### src/rtl/drum_step_scheduler_if.sv
// Handshake/bus bundle between the drum step scheduler (master) and the
// column datapath / audio FIFO side (slave).
interface drum_step_scheduler_if #(
    parameter int ROW_W  = 6,
    parameter int DATA_W = 18
);
    logic              start;
    logic              strike;
    logic              sample_req;
    logic [DATA_W-1:0] node_val;
    logic [ROW_W-1:0]  row;
    logic [ROW_W-1:0]  rd_addr_next;
    logic              init_sel;
    logic              we_un;
    logic              we_unm1;
    logic              load_bot;
    logic              shift;
    logic [DATA_W-1:0] sample_out;
    logic              sample_valid;
    logic              sample_ready;
    logic [31:0]       step_count;
    logic [15:0]       overrun_cnt;

    modport master (
        input  start, strike, sample_req, node_val, sample_ready,
        output row, rd_addr_next, init_sel, we_un, we_unm1, load_bot, shift,
               sample_out, sample_valid, step_count, overrun_cnt
    );

    modport slave (
        output start, strike, sample_req, node_val, sample_ready,
        input  row, rd_addr_next, init_sel, we_un, we_unm1, load_bot, shift,
               sample_out, sample_valid, step_count, overrun_cnt
    );
endinterface

### src/rtl/drum_step_scheduler.sv
// Per-step row sequencer for the single-column drum datapath.
// Optional feature macro: SCHED_OVERRUN_EN (sample_req-while-busy counter).
module drum_step_scheduler #(
    parameter int NUM_ROW = 33,
    parameter int ROW_W   = 6,
    parameter int DATA_W  = 18,
    parameter int OUT_ROW = 16
) (
    input  logic                  clk,
    input  logic                  rst,
    drum_step_scheduler_if.master bus
);
    typedef enum logic [2:0] {
        IDLE     = 3'd0,
        WAIT_REQ = 3'd1,
        READ     = 3'd2,
        WRITE    = 3'd3,
        SHIFT    = 3'd4,
        EMIT     = 3'd5
    } state_t;

    localparam logic [ROW_W-1:0] LAST_ROW = ROW_W'(NUM_ROW - 1);
    localparam logic [ROW_W-1:0] EMIT_ROW = ROW_W'(OUT_ROW);

    state_t            state_r;
    logic [ROW_W-1:0]  row_r;
    logic              init_sel_r;
    logic              we_un_r;
    logic              we_unm1_r;
    logic              load_bot_r;
    logic              shift_r;
    logic [DATA_W-1:0] sample_out_r;
    logic              sample_valid_r;
    logic [31:0]       step_count_r;
    logic              strike_pend_r;

    // Step sequencer; strobes are set on entry to the state they belong to
    always_ff @(posedge clk) begin
        if (rst) begin
            state_r        <= IDLE;
            row_r          <= {ROW_W{1'b0}};
            init_sel_r     <= 1'b1;
            we_un_r        <= 1'b0;
            we_unm1_r      <= 1'b0;
            load_bot_r     <= 1'b0;
            shift_r        <= 1'b0;
            sample_out_r   <= {DATA_W{1'b0}};
            sample_valid_r <= 1'b0;
            step_count_r   <= 32'd0;
            strike_pend_r  <= 1'b0;
        end else begin
            we_un_r    <= 1'b0;
            we_unm1_r  <= 1'b0;
            load_bot_r <= 1'b0;
            shift_r    <= 1'b0;
            if (bus.strike) begin
                strike_pend_r <= 1'b1;
            end
            case (state_r)
                IDLE: begin
                    if (bus.start) begin
                        state_r <= WAIT_REQ;
                    end
                end
                WAIT_REQ: begin
                    if (bus.sample_req) begin
                        state_r       <= READ;
                        row_r         <= {ROW_W{1'b0}};
                        // a strike coinciding with the request is consumed here too
                        if (strike_pend_r || bus.strike) begin
                            init_sel_r <= 1'b1;
                        end
                        strike_pend_r <= 1'b0;
                    end else if (!bus.start) begin
                        state_r <= IDLE;
                    end
                end
                READ: begin
                    state_r    <= WRITE;
                    we_unm1_r  <= 1'b1;
                    we_un_r    <= (row_r != {ROW_W{1'b0}});
                    load_bot_r <= (row_r == {ROW_W{1'b0}});
                end
                WRITE: begin
                    state_r <= SHIFT;
                    shift_r <= 1'b1;
                    if (row_r == EMIT_ROW) begin
                        sample_out_r <= bus.node_val;
                    end
                end
                SHIFT: begin
                    if (row_r == LAST_ROW) begin
                        row_r          <= {ROW_W{1'b0}};
                        init_sel_r     <= 1'b0;
                        step_count_r   <= step_count_r + 32'd1;
                        sample_valid_r <= 1'b1;
                        state_r        <= EMIT;
                    end else begin
                        row_r   <= row_r + ROW_W'(1);
                        state_r <= READ;
                    end
                end
                EMIT: begin
                    if (bus.sample_ready) begin
                        sample_valid_r <= 1'b0;
                        state_r        <= bus.start ? WAIT_REQ : IDLE;
                    end
                end
                default: begin
                    state_r <= IDLE;
                end
            endcase
        end
    end

`ifdef SCHED_OVERRUN_EN
    logic        busy_s;
    logic [15:0] overrun_r;

    // Busy means a step is in flight or its sample is still unaccepted
    always_comb begin
        busy_s = 1'b0;
        case (state_r)
            READ, WRITE, SHIFT, EMIT: busy_s = 1'b1;
            default:                  busy_s = 1'b0;
        endcase
    end

    // Saturating count of requests the scheduler had to drop
    always_ff @(posedge clk) begin
        if (rst) begin
            overrun_r <= 16'd0;
        end else if (bus.sample_req && busy_s && (overrun_r != 16'hFFFF)) begin
            overrun_r <= overrun_r + 16'd1;
        end else begin
            overrun_r <= overrun_r;
        end
    end

    assign bus.overrun_cnt = overrun_r;
`else
    assign bus.overrun_cnt = 16'h0000;
`endif

    assign bus.rd_addr_next = (row_r == LAST_ROW) ? {ROW_W{1'b0}} : (row_r + ROW_W'(1));
    assign bus.row          = row_r;
    assign bus.init_sel     = init_sel_r;
    assign bus.we_un        = we_un_r;
    assign bus.we_unm1      = we_unm1_r;
    assign bus.load_bot     = load_bot_r;
    assign bus.shift        = shift_r;
    assign bus.sample_out   = sample_out_r;
    assign bus.sample_valid = sample_valid_r;
    assign bus.step_count   = step_count_r;
endmodule

### src/flat_wrapper.sv
// flat-port wrapper written by rule: the top's interface ports become plain ports
module drum_step_scheduler_flat 
#(
    parameter int NUM_ROW = 33,
    parameter int ROW_W   = 6,
    parameter int DATA_W  = 18,
    parameter int OUT_ROW = 16
)
  (clk, rst, bus_start, bus_strike, bus_sample_req, bus_node_val, bus_sample_ready, bus_row, bus_rd_addr_next, bus_init_sel, bus_we_un, bus_we_unm1, bus_load_bot, bus_shift, bus_sample_out, bus_sample_valid, bus_step_count, bus_overrun_cnt);
  drum_step_scheduler_if #(.ROW_W(ROW_W), .DATA_W(DATA_W)) bus_i ();
  input  logic clk;
  input  logic rst;
  input wire logic [$bits(bus_i.start)-1:0] bus_start;
  input wire logic [$bits(bus_i.strike)-1:0] bus_strike;
  input wire logic [$bits(bus_i.sample_req)-1:0] bus_sample_req;
  input wire logic [$bits(bus_i.node_val)-1:0] bus_node_val;
  input wire logic [$bits(bus_i.sample_ready)-1:0] bus_sample_ready;
  output wire logic [$bits(bus_i.row)-1:0] bus_row;
  output wire logic [$bits(bus_i.rd_addr_next)-1:0] bus_rd_addr_next;
  output wire logic [$bits(bus_i.init_sel)-1:0] bus_init_sel;
  output wire logic [$bits(bus_i.we_un)-1:0] bus_we_un;
  output wire logic [$bits(bus_i.we_unm1)-1:0] bus_we_unm1;
  output wire logic [$bits(bus_i.load_bot)-1:0] bus_load_bot;
  output wire logic [$bits(bus_i.shift)-1:0] bus_shift;
  output wire logic [$bits(bus_i.sample_out)-1:0] bus_sample_out;
  output wire logic [$bits(bus_i.sample_valid)-1:0] bus_sample_valid;
  output wire logic [$bits(bus_i.step_count)-1:0] bus_step_count;
  output wire logic [$bits(bus_i.overrun_cnt)-1:0] bus_overrun_cnt;
  assign bus_i.start = bus_start;
  assign bus_i.strike = bus_strike;
  assign bus_i.sample_req = bus_sample_req;
  assign bus_i.node_val = bus_node_val;
  assign bus_i.sample_ready = bus_sample_ready;
  assign bus_row = bus_i.row;
  assign bus_rd_addr_next = bus_i.rd_addr_next;
  assign bus_init_sel = bus_i.init_sel;
  assign bus_we_un = bus_i.we_un;
  assign bus_we_unm1 = bus_i.we_unm1;
  assign bus_load_bot = bus_i.load_bot;
  assign bus_shift = bus_i.shift;
  assign bus_sample_out = bus_i.sample_out;
  assign bus_sample_valid = bus_i.sample_valid;
  assign bus_step_count = bus_i.step_count;
  assign bus_overrun_cnt = bus_i.overrun_cnt;
  drum_step_scheduler #(.NUM_ROW(NUM_ROW), .ROW_W(ROW_W), .DATA_W(DATA_W), .OUT_ROW(OUT_ROW)) u_core (.clk(clk), .rst(rst), .bus(bus_i));
endmodule
### config.mk
export PLATFORM = sky130hd
export DESIGN_NAME = drum_step_scheduler_flat
export DESIGN_NICKNAME = d
export VERILOG_FILES = /design/src/rtl/drum_step_scheduler_if.sv /design/src/rtl/drum_step_scheduler.sv /design/src/flat_wrapper.sv
export SDC_FILE = /design/constraint.sdc
export NUM_CORES = 1
export LEC_CHECK = 0
export ABC_AREA = 0
export ABC_CLOCK_PERIOD_IN_PS = 6700
export BUFFER_PORTS_ARGS = -buffer_cell sky130_fd_sc_hd__buf_4
export CORE_ASPECT_RATIO = 0.7
export CORE_MARGIN = 8
export CORE_UTILIZATION = 54
export CTS_CLUSTER_SIZE = 20
export DETAILED_ROUTE_END_ITERATION = 10
export PLACE_DENSITY_LB_ADDON = 0.08
export SETUP_SLACK_MARGIN = 0.15
export SLEW_MARGIN = 20
export SYNTH_ARGS = -nofsm -noshare
export SYNTH_HDL_FRONTEND = slang
export SYNTH_SLANG_ARGS = --single-unit
### constraint.sdc
create_clock -name clk -period 6.7 [get_ports clk]
set_input_delay 1.005 -clock clk [delete_from_list [all_inputs] [get_ports clk]]
set_output_delay 1.005 -clock clk [all_outputs]
set_load 0.02 [all_outputs]
==> results of run 1 <==
==> worst max-delay path by stage <==
stage	cells after the start	end	startpoint	slack, ps
after floorplan	8	u_core.bus.step_count[22]	u_core.bus.row[0]	4180
after global placement	6	u_core.bus.step_count[31]	u_core.bus.row[0]	3980
after detailed placement	6	u_core.bus.step_count[29]	u_core.bus.row[0]	3890
after CTS	6	bus_rd_addr_next[5]	u_core.bus.row[0]	3690
after global routing	6	bus_rd_addr_next[5]	u_core.bus.row[0]	3560
final	6	bus_rd_addr_next[5]	u_core.bus.row[0]	3690
==> power groups by stage <==
| stage | combinational, mW | clock (mW) | sequential, mW |
|---|---|---|---|
| 3_3_place_gp | 0.0368 | 0 | 0.407 |
| 5_1_grt | 0.0405 | 0.368 | 0.399 |
| 4_1_cts | 0.0373 | 0.349 | 0.399 |
| 3_5_place_dp | 0.0373 | 0 | 0.408 |
| 2_1_floorplan | 0.0313 | 0 | 0.406 |
| 6_report | 0.0377 | 0.344 | 0.399 |
==> placed cells by master (no fill, tap or decap), types with 4 or more instances in the layout <==
cell type,netlist,final
buf_4,16,94
dfxtp_1,66,66
a21oi_1,36,36
nor2_1,32,32
or4_1,22,22
mux2i_1,20,20
nand4_1,19,19
o31ai_1,19,19
nand2_1,17,17
conb_1,1,16
o21ai_0,12,12
or3_1,12,12
clkbuf_8,0,12
nand3_1,11,11
inv_1,7,7
and3_1,5,5
xor2_1,4,4
and4_1,4,4
==> metal layers <==
layer | vias to the layer above | wire length, µm | share of wire, % | global-route usage [%]
li1 | 1478 | - | - | -
met3 | 6 | 995 | 12 | 9.91
met5 | - | 0 | 0 | 0
met4 | 0 | 55 | 0.66 | 4.69
met1 | 1408 | 3640 | 44 | 23.6
met2 | 122 | 3650 | 44 | 28.1
==> area by class of cell <==
cell class	count	area share, %
timing repair buffer	94	17.7
sequential	66	33.1
clock buffer	13	4.23
inverter	7	0.657
clock inverter	2	0.876
tap	75	2.35
multi-input combinational	267	41.2
==> cell families (layout without fill, tap and decap cells) <==
group,after synthesis,in the layout,share of synthesized area [%]
simple gates,141,141,25.5
buf+inv,49,116,8.17
xor+xnor,6,6,1.66
flops,66,66,41.7
compound gates,81,81,15.4
fa+ha+maj,3,3,1.18
other cells,1,16,0.118
mux,20,20,6.31
==> metrics by stage <==
| stage | utilization [%] | instances |
|---|---|---|
| 3_5_place_dp | 66.6 | 509 |
| 2_1_floorplan | - | 382 |
| 3_3_place_gp | 66.6 | 509 |
| 6_report | 70.2 | 524 |
| 5_1_grt | 70.2 | 524 |
| 4_1_cts | 70.2 | 524 |
==> registers in the layout, indices dropped and copies added, names as in the netlist <==
signal                   flops
u_core.bus.we_un             1
u_core.bus.shift             1
u_core.bus.init_sel          1
u_core.bus.step_count       32
u_core.strike_pend_r         1
u_core.state_r               3
u_core.bus.sample_valid      1
u_core.bus.sample_out       18
u_core.bus.load_bot          1
u_core.bus.row               6
u_core.bus.we_unm1           1
==> worst max-delay path: cells and delay by family, from the launching register on <==
| family | cells | cell delay [ps] |
|---|---|---|
| AND/OR/NAND/NOR | 2 | 750 |
| flip-flops | 1 | 360 |
| buffers and inverters | 2 | 290 |
| adder cells (fa/ha/maj) | 1 | 170 |
| AO/OA/AOI/OAI | 1 | 100 |
==> summary.txt, run 1 <==
Run status
  • Status: complete, no violations

Synth
  • Most used DFF post-synth: dfxtp_1
  • Yosys cell types: 44
  • Ys async rst share: 0%
  • Most common library cells after synthesis: 66 x dfxtp_1, 36 x a21oi_1, 32 x nor2_1
  • Synth warnings: 0
  • Mapped cell area: 3170 µm²
  • #FFs+latches synth: 66
  • Top post-synthesis cells by area: dfxtp_1 42%, mux2i_1 6.3%, a21oi_1 5.7%
  • Cells after Synth: 367
  • Number of synthesized flops with an enable pin: 0
  • Yosys top cell area share: 41.7%
  • Synth area leader: dfxtp_1
  • Sequential area share after synthesis: 41.7%
  • Synth Area per Inst: 8.64 µm²
  • Most common cell in the netlist: dfxtp_1

Power
  • Int Power: 0.609 mW
  • Clock share of power: 44.1%
  • Total Power: 0.781 mW
  • Worst VDD drop: 158 µV
  • PwrDens: 195 nW/µm²
  • Psw: 0.171 mW
  • Net Sw Frac: 21.9%
  • Comb power frac: 4.8%
  • Leakage dissipation: 1.70 nW
  • Reg power frac: 51.1%

STA
  • Final Setup Violations: 0
  • Final Hold Vio Count: 0
  • Worst Max-Slew Pin Slew: 733 ps
  • Final WS setup: 3690 ps
  • Max Transition Viols Final: 0
  • Crit path time final: 3010 ps
  • Period utilization: 44.9%
  • Max Clk Rate: 0.333 GHz
  • RSZ-0062 raised after global routing: false
  • Slew HR: 51.1%
  • Setup Skew: 8.41 ps
  • Hold slack: 500 ps
  • Setup TNS: 0 ps

Critical path
  • R2R Path End: u_core.bus.step_count[29]
  • Max stage delay on crit path: 610 ps
  • Crit Path Max Fanout: 7
  • Worst setup EP type: output port
  • R2R depth: 6
  • Flop2flop setup slack: 3840 ps
  • WP data required: 5690 ps
  • R2R Path Start: u_core.bus.row[0]
  • Worst Path Arrival: 2000 ps
  • CP max-delay cell: or4b_1
  • Critical setup path kind: flop to output port
  • Worst-path cell chain: inv_1 -> ha_1 -> or4b_1 -> nand3_1 -> o21ai_0 -> buf_4
  • Critical Path Source Type: flop

Clock tree
  • # resized after CTS: 0
  • Root buf cell: clkbuf_8
  • CTS tree: done
  • Maximum root-to-sink buffer count: 2
  • Clock transition at the registers of the reported paths: 70 ps
  • Worst skew pair latency: 340 ps
  • Clock sinks: 66
  • Cts bufs inserted: 9
  • Post-CTS setup buffer count: 0
  • Hold buffers post-CTS: 0
  • Htree depth: 3

Global routing
  • Vias in the first global route: 2,767
  • Grt total ovfl: 0
  • Total GRT Usage: 18.9%
  • Initial antenna violation count: 0
  • First-pass GRT wire length: 13,300 µm
  • Largest net degree at the start of global routing: 63

Placed design
  • Port Buffers: 91
  • Placed cell areas: 3790 µm²
  • Post-placement setup slack: 3890 ps
  • GPL Wtd Cong: 0.823
  • Post-DP HPWL: 6010 µm

Die
  • Core ar.: 5700 µm²
  • # IOs: 108
  • Row cnt: 23
  • Initial cell density of the core: 55.6%
  • Die Width: 108 µm
  • Die height: 80.1 µm
  • Die ar.: 8620 µm²

Route
  • Post-route DRC violation count: 0
  • WL per Instance: 15.9 µm
  • Post-Route WL: 8350 µm
  • Initial DRC Count: 207
  • Vias per cell: 5.75
  • Remaining antenna violation count: 0
  • Via Count: 3,014
  • DR pass1 iterations: 5

Flow run
  • Max-Cap Viols: 0

Worst hold path
  • Worst Hold End: u_core.bus.sample_out[1]
  • Hold/Removal Path Class: flop to flop
  • Hold Crit Depth: 2
  • Hold_sp: u_core.bus.sample_out[1]

Finish
  • Fill count: 453
  • Share of layout cells above drive strength 1: 24.7%
  • Final instance area: 4000 µm²
  • Multi-input gate area: 1650 µm²
  • Register area: 1320 µm²
  • Fin nets: 472
  • Diode count: 0
  • Syn-to-layout area delta: 26.1%
(Power assumes the default switching activity.)
==> run 2: changes to the inputs <==
- ABC_AREA: 0 -> 1
- ABC_CLOCK_PERIOD_IN_PS: 6700 -> 2450
- CORE_UTILIZATION: 54 -> 46
- clock period: 6.7 -> 2.45 ns (I/O delays scaled with it)
==> run 2 against run 1 <==
  * Critical path depth up 1
  * Setup slack lost 3300 ps
  * Global-route usage fell by 0.73 points
  * Combinational power grew to 3.7 times the previous value
  * Largest power group unchanged
==> summary.txt, run 2 <==
Placed design
  • Inst Count DP: 667
  • Placed cell areas: 4080 µm²
  • Post-placement setup slack: 534 ps
  • GPL Wtd Cong: 0.809
  • Post-DP HPWL: 7120 µm
  • Port Buffers: 91

STA
  • Final Hold Vio Count: 0
  • Crit path time final: 2040 ps
  • Max Clk Rate: 0.490 GHz
  • Worst Max-Slew Pin Slew: 558 ps
  • Final Setup Violations: 0
  • Setup Skew: 6.97 ps
  • RSZ-0062 raised after global routing: false
  • Setup TNS: 0 ps
  • Slew HR: 62.8%
  • Period utilization: 83.2%
  • Max Transition Viols Final: 0
  • Final WS setup: 411 ps

Route
  • Initial DRC Count: 199
  • Top Metal Used: met4
  • Post-route DRC violation count: 0
  • Via Count: 3,272
  • DR pass1 iterations: 4
  • Metal3 WL: 1040 µm
  • Remaining antenna violation count: 0
  • Post-Route WL: 9230 µm
  • WL per Instance: 13.5 µm
  • M1 wire length: 4190 µm
  • Wire length on met2: 3900 µm
  • Vias per cell: 4.80

Finish
  • Final instance area: 4280 µm²
  • Share of layout cells above drive strength 1: 21.9%
  • Diode count: 0
  • Max reg flops: 32
  • Register area: 1320 µm²
  • Most common cell after layout, fill and taps aside: nand2_1
  • Fin nets: 607
  • Leading cell types in the layout, fill and taps excluded: 96 x nand2_1, 92 x buf_4, 76 x nor2_1
  • Finished Layout Cells: 682
  • Fill count: 717
  • Multi-input gate area: 1660 µm²
  • Syn-to-layout area delta: 26.5%

Run status
  • Status: complete, no violations

Die
  • Die ar.: 10,400 µm²
  • Die Width: 119 µm
  • Die height: 87.8 µm
  • Initial cell density of the core: 46.9%
  • Row cnt: 26
  • # IOs: 108
  • Core ar.: 7220 µm²

Global routing
  • First-pass GRT wire length: 15,500 µm
  • Initial antenna violation count: 0
  • Grt total ovfl: 0
  • Largest net degree at the start of global routing: 37
  • Vias in the first global route: 3,233
  • Total GRT Usage: 18.2%

Clock tree
  • Clock sinks: 66
  • Root buf cell: clkbuf_8
  • Hold buffers post-CTS: 0
  • Worst skew pair latency: 330 ps
  • Clock transition at the registers of the reported paths: 70 ps
  • CTS tree: done
  • Htree depth: 3
  • Cts bufs inserted: 9
  • Maximum root-to-sink buffer count: 2
  • # resized after CTS: 0
  • Post-CTS setup buffer count: 0

Power
  • Worst VDD drop: 290 µV
  • PwrDens: 506 nW/µm²
  • Leakage dissipation: 1.85 nW

Synth
  • Number of synthesized flops with an enable pin: 0
  • Most common library cells after synthesis: 96 x nand2_1, 76 x nor2_1, 68 x inv_1
  • Top post-synthesis cells by area: dfxtp_1 39%, nand2_1 11%, nor2_1 8.4%
  • Synth area leader: dfxtp_1
  • Most used DFF post-synth: dfxtp_1
  • Synth warnings: 0
  • Yosys top cell area share: 39.0%
  • Yosys cell types: 35
  • Sequential area share after synthesis: 39.0%
  • Cells after Synth: 490
  • Mapped cell area: 3390 µm²
  • #FFs+latches synth: 66
  • Synth Area per Inst: 6.91 µm²
  • Most common cell in the netlist: nand2_1
  • Ys async rst share: 0%

Critical path
  • Critical setup path kind: flop to output port
  • Worst setup EP type: output port
  • Flop2flop setup slack: 550 ps
  • R2R depth: 7
  • Critical Path Source Type: flop
  • Worst-path cell chain: nand3_1 -> nor2_1 -> nand2_1 -> xor2_1 -> inv_1 -> nor2_1 -> buf_4
  • CP max-delay cell: dfxtp_1
  • WP data required: 2080 ps
  • Crit Path Max Fanout: 7
  • Worst Path Arrival: 1670 ps
  • Max stage delay on crit path: 480 ps
  • Critical path's most frequent cell: nor2_1

Worst hold path
  • Hold Crit Depth: 3
  • Hold/Removal Path Class: input port to flop

Flow run
  • Max-Cap Viols: 0
-- run 2: worst max-delay path: cells and delay by family, from the launching register on --
kind	cells	cell delay, ps
DFF	1	480
buffers and inverters	2	210
and+or+nand+nor	4	470
xor gates and xnor gates	1	180
-- run 2: logic make-up (layout without fill, tap and decap cells) --
logic type	count (synthesis)	after routing	synth area share [%]
other cells	1	16	0.111
buf+inv	99	178	13.5
simple gates	237	237	32.6
flops	66	66	39.0
fa+ha+maj	3	3	1.11
xor+xnor	9	9	2.33
compound gates	75	75	11.3
-- run 2: routing by layer --
layer / track usage, % / vias up
met4: 4.57 / 0
met1: 22.7 / 1449
met5: 0 / -
met3: 9.47 / 11
met2: 27.2 / 115
li1: - / 1697
-- run 2: power breakdown --
part	internal (mW)	switching, mW
combinational	0.0530	0.0878
clock	0.547	0.390
sequential	1.08	0.00929
total	1.68	0.487
-- run 2: stage by stage --
stage               power [mW]  util (%)  hold WS, ps
floorplan                 1.22         -          436
global placement          1.25      56.5          433
finish                    2.17      59.3          280
CTS                       2.19      59.3          270
global route              2.26      59.3          287
detailed placement        1.26      56.5          440
-- run 2: area by class of cell --
type                    count  share of cell area [%]
repair buffers             93                    16.6
well taps                  98                    2.86
flip-flops and latches     66                    30.8
inverters                  70                    6.13
multi-input cells         340                    38.8
clock buffers              13                    3.94
clock inverters             2                   0.818
-- run 2: worst paths after layout --
check                                          startpoint                         to
worst max-delay path                    u_core.bus.row[2]        bus_rd_addr_next[5]
worst min-delay path                           bus_strike       u_core.strike_pend_r
worst max register to register          u_core.bus.row[0]  u_core.bus.sample_out[14]
worst min register to register  u_core.bus.sample_out[13]  u_core.bus.sample_out[13]
==> run 3: changes to the inputs <==
- ABC_AREA: 1 -> 0
- ABC_CLOCK_PERIOD_IN_PS: 2450 -> 1800
- CORE_UTILIZATION: 46 -> 45
- clock period: 2.45 -> 1.8 ns (I/O delays scaled with it)
==> run 3 against run 2 <==
  * The run now ends with setup timing left
  * Critical path depth fell by 1
  * Sequential power rose by 35%
  * Worst hold slack got worse by 130 ps
  * Die area fell by 3.6%
  * Via count rose by 6.9%
  * Clock power rose by 38%
  * Combinational power rose by 32%
  * Cell area rose by 17%
  * Count of clock-buffer cells in the layout fell by 2
  * Setup slack got worse by 840 ps
==> summary.txt, run 3 (synthesized netlist as in run 1, its figures left out) <==
Critical path
  • Worst Path Arrival: 2510 ps
  • Max stage delay on crit path: 540 ps
  • Critical Path Source Type: flop
  • WP data required: 2090 ps
  • Worst setup EP type: flop
  • Worst-path cell chain: inv_4 -> ha_4 -> or4b_4 -> or4_4 -> or4_1 -> a21oi_1
  • R2R Path End: u_core.bus.step_count[23]
  • Critical setup path kind: flop to flop
  • Crit Path Max Fanout: 16
  • R2R Path Start: u_core.bus.row[1]
  • CP max-delay cell: or4_4
  • R2R depth: 6
  • Crit. Startpoint: u_core.bus.row[1]
  • Crit path capture: u_core.bus.step_count[23]
  • Flop2flop setup slack: -430 ps

Global routing
  • Grt total ovfl: 0
  • First-pass GRT wire length: 16,300 µm
  • Vias in the first global route: 3,274
  • Total GRT Usage: 20.6%
  • Initial antenna violation count: 0
  • Largest net degree at the start of global routing: 44

STA
  • Final Hold Vio Count: 0
  • Final Setup Violations: 37
  • Crit path time final: 2230 ps
  • Worst Max-Slew Pin Slew: 536 ps
  • Setup Skew: 11.1 ps
  • Slew HR: 64.3%
  • Period utilization: 124%
  • Max Clk Rate: 0.449 GHz
  • Hold slack: 146 ps
  • Final WS setup: -429 ps
  • RSZ-0062 raised after global routing: true
  • Max Transition Viols Final: 0

Route
  • Via Count: 3,497
  • Vias per cell: 5.69
  • Post-route DRC violation count: 0
  • Post-Route WL: 10,900 µm
  • Remaining antenna violation count: 0
  • DR pass1 iterations: 5
  • Initial DRC Count: 192
  • WL per Instance: 17.7 µm

Finish
  • Max reg flops: 32
  • Share of layout cells above drive strength 1: 48.9%
  • Syn-to-layout area delta: 58.2%
  • Leading cell types in the layout, fill and taps excluded: 145 x buf_4, 57 x dfxtp_1, 31 x nor2_1
  • Post-layout util: 73.9%
  • Diode count: 0
  • Most common cell after layout, fill and taps aside: buf_4
  • Fin nets: 543
  • Finished Layout Cells: 615

Die
  • Core ar.: 6790 µm²
  • Initial cell density of the core: 46.7%
  • # IOs: 108
  • Die Width: 116 µm
  • Die height: 86.2 µm
  • Row cnt: 25
  • Die ar.: 10,000 µm²

Clock tree
  • Root buf cell: clkbuf_8
  • Htree depth: 3
  • Worst skew pair latency: 350 ps
  • Maximum root-to-sink buffer count: 2
  • Cts bufs inserted: 9
  • CTS tree: done
  • Hold buffers post-CTS: 0
  • Clock sinks: 66
  • Clock transition at the registers of the reported paths: 80 ps

Placed design
  • Post-DP HPWL: 7240 µm
  • Post-placement setup slack: -391 ps
  • GPL Wtd Cong: 0.813
  • Port Buffers: 91
  • Inst Count DP: 582

Worst hold path
  • Hold/Removal Path Class: input port to flop

Run status
  • Status: complete, but fails checks
  • Failing checks: setup timing

Power
  • Worst VDD drop: 510 µV
  • PwrDens: 587 nW/µm²
  • Leakage dissipation: 2.14 nW

Flow run
  • Max-Cap Viols: 0
## run 3: cell types whose count changed in the layout (fill, tap and decap cells not counted), sizes merged, moves of 4 or more
cell,delta
nand4,+5
inv,-60
mux2i,+20
nor2,-55
o21ai,-17
o31ai,+18
or4,+24
nand2,-81
buf,+70
a21oi,-5
and3,+4
or3,+12
nand3,-15
and4,+4
## run 3: cell type report
type / instances / area [µm²]
well taps: 94 / 118
flip-flops and latches: 66 / 1340
inverters: 7 / 31.3
clock buffers: 11 / 141
clock inverters: 5 / 61.3
fillers: 504 / 1770
multi-input cells: 269 / 2030
repair buffers: 163 / 1290
## run 3: stage by stage
step	TNS, ps	instance area, µm²	power [mW]
2_1_floorplan	-7950	3340	1.63
3_3_place_gp	-4820	4270	1.67
3_5_place_dp	-5490	4270	1.67
4_1_cts	-6740	4770	2.95
5_1_grt	-10390	5010	3.02
6_report	-8040	5010	2.94
## run 3: how the worst min path moves through the flow
stage | start | to | slack [ps] | cells after the start
4_1_cts | bus_node_val[10] | u_core.bus.sample_out[10] | 140 | 3
5_1_grt | bus_node_val[8] | u_core.bus.sample_out[8] | 150 | 3
3_3_place_gp | u_core.bus.step_count[31] | u_core.bus.step_count[31] | 470 | 2
3_5_place_dp | u_core.bus.step_count[31] | u_core.bus.step_count[31] | 490 | 2
6_report | bus_node_val[10] | u_core.bus.sample_out[10] | 150 | 3
2_1_floorplan | bus_node_val[0] | u_core.bus.sample_out[0] | 410 | 2
## run 3: routing by layer
| metal | wire length [µm] | GRT usage (%) | up-vias |
|---|---|---|---|
| met5 | 0 | 0 | - |
| met4 | 191 | 6.80 | 0 |
| met3 | 970 | 6.18 | 25 |
| met2 | 5180 | 33.7 | 162 |
| met1 | 4580 | 25.2 | 1671 |
| li1 | - | - | 1639 |
## run 3: where the power goes
group	switching, mW	internal, mW
sequential	0.00405	1.46
combinational	0.114	0.0716
clock	0.603	0.686
## run 3: worst max-delay path, delay by kind of cell, from the launching register on
kind	cells	cell delay (ps)
AO/OA/AOI/OAI	1	160
flip-flops	1	360
AND/OR/NAND/NOR	3	1460
buffers and inverters	1	60
adder cells (fa/ha/maj)	1	120
## run 3: repair_timing
action,4_1_cts,5_1_grt
endpoints found under the setup margin,42,59
resized for setup,49,51
gates cloned,2,0
setup buffers,11,4
pin swaps,25,15
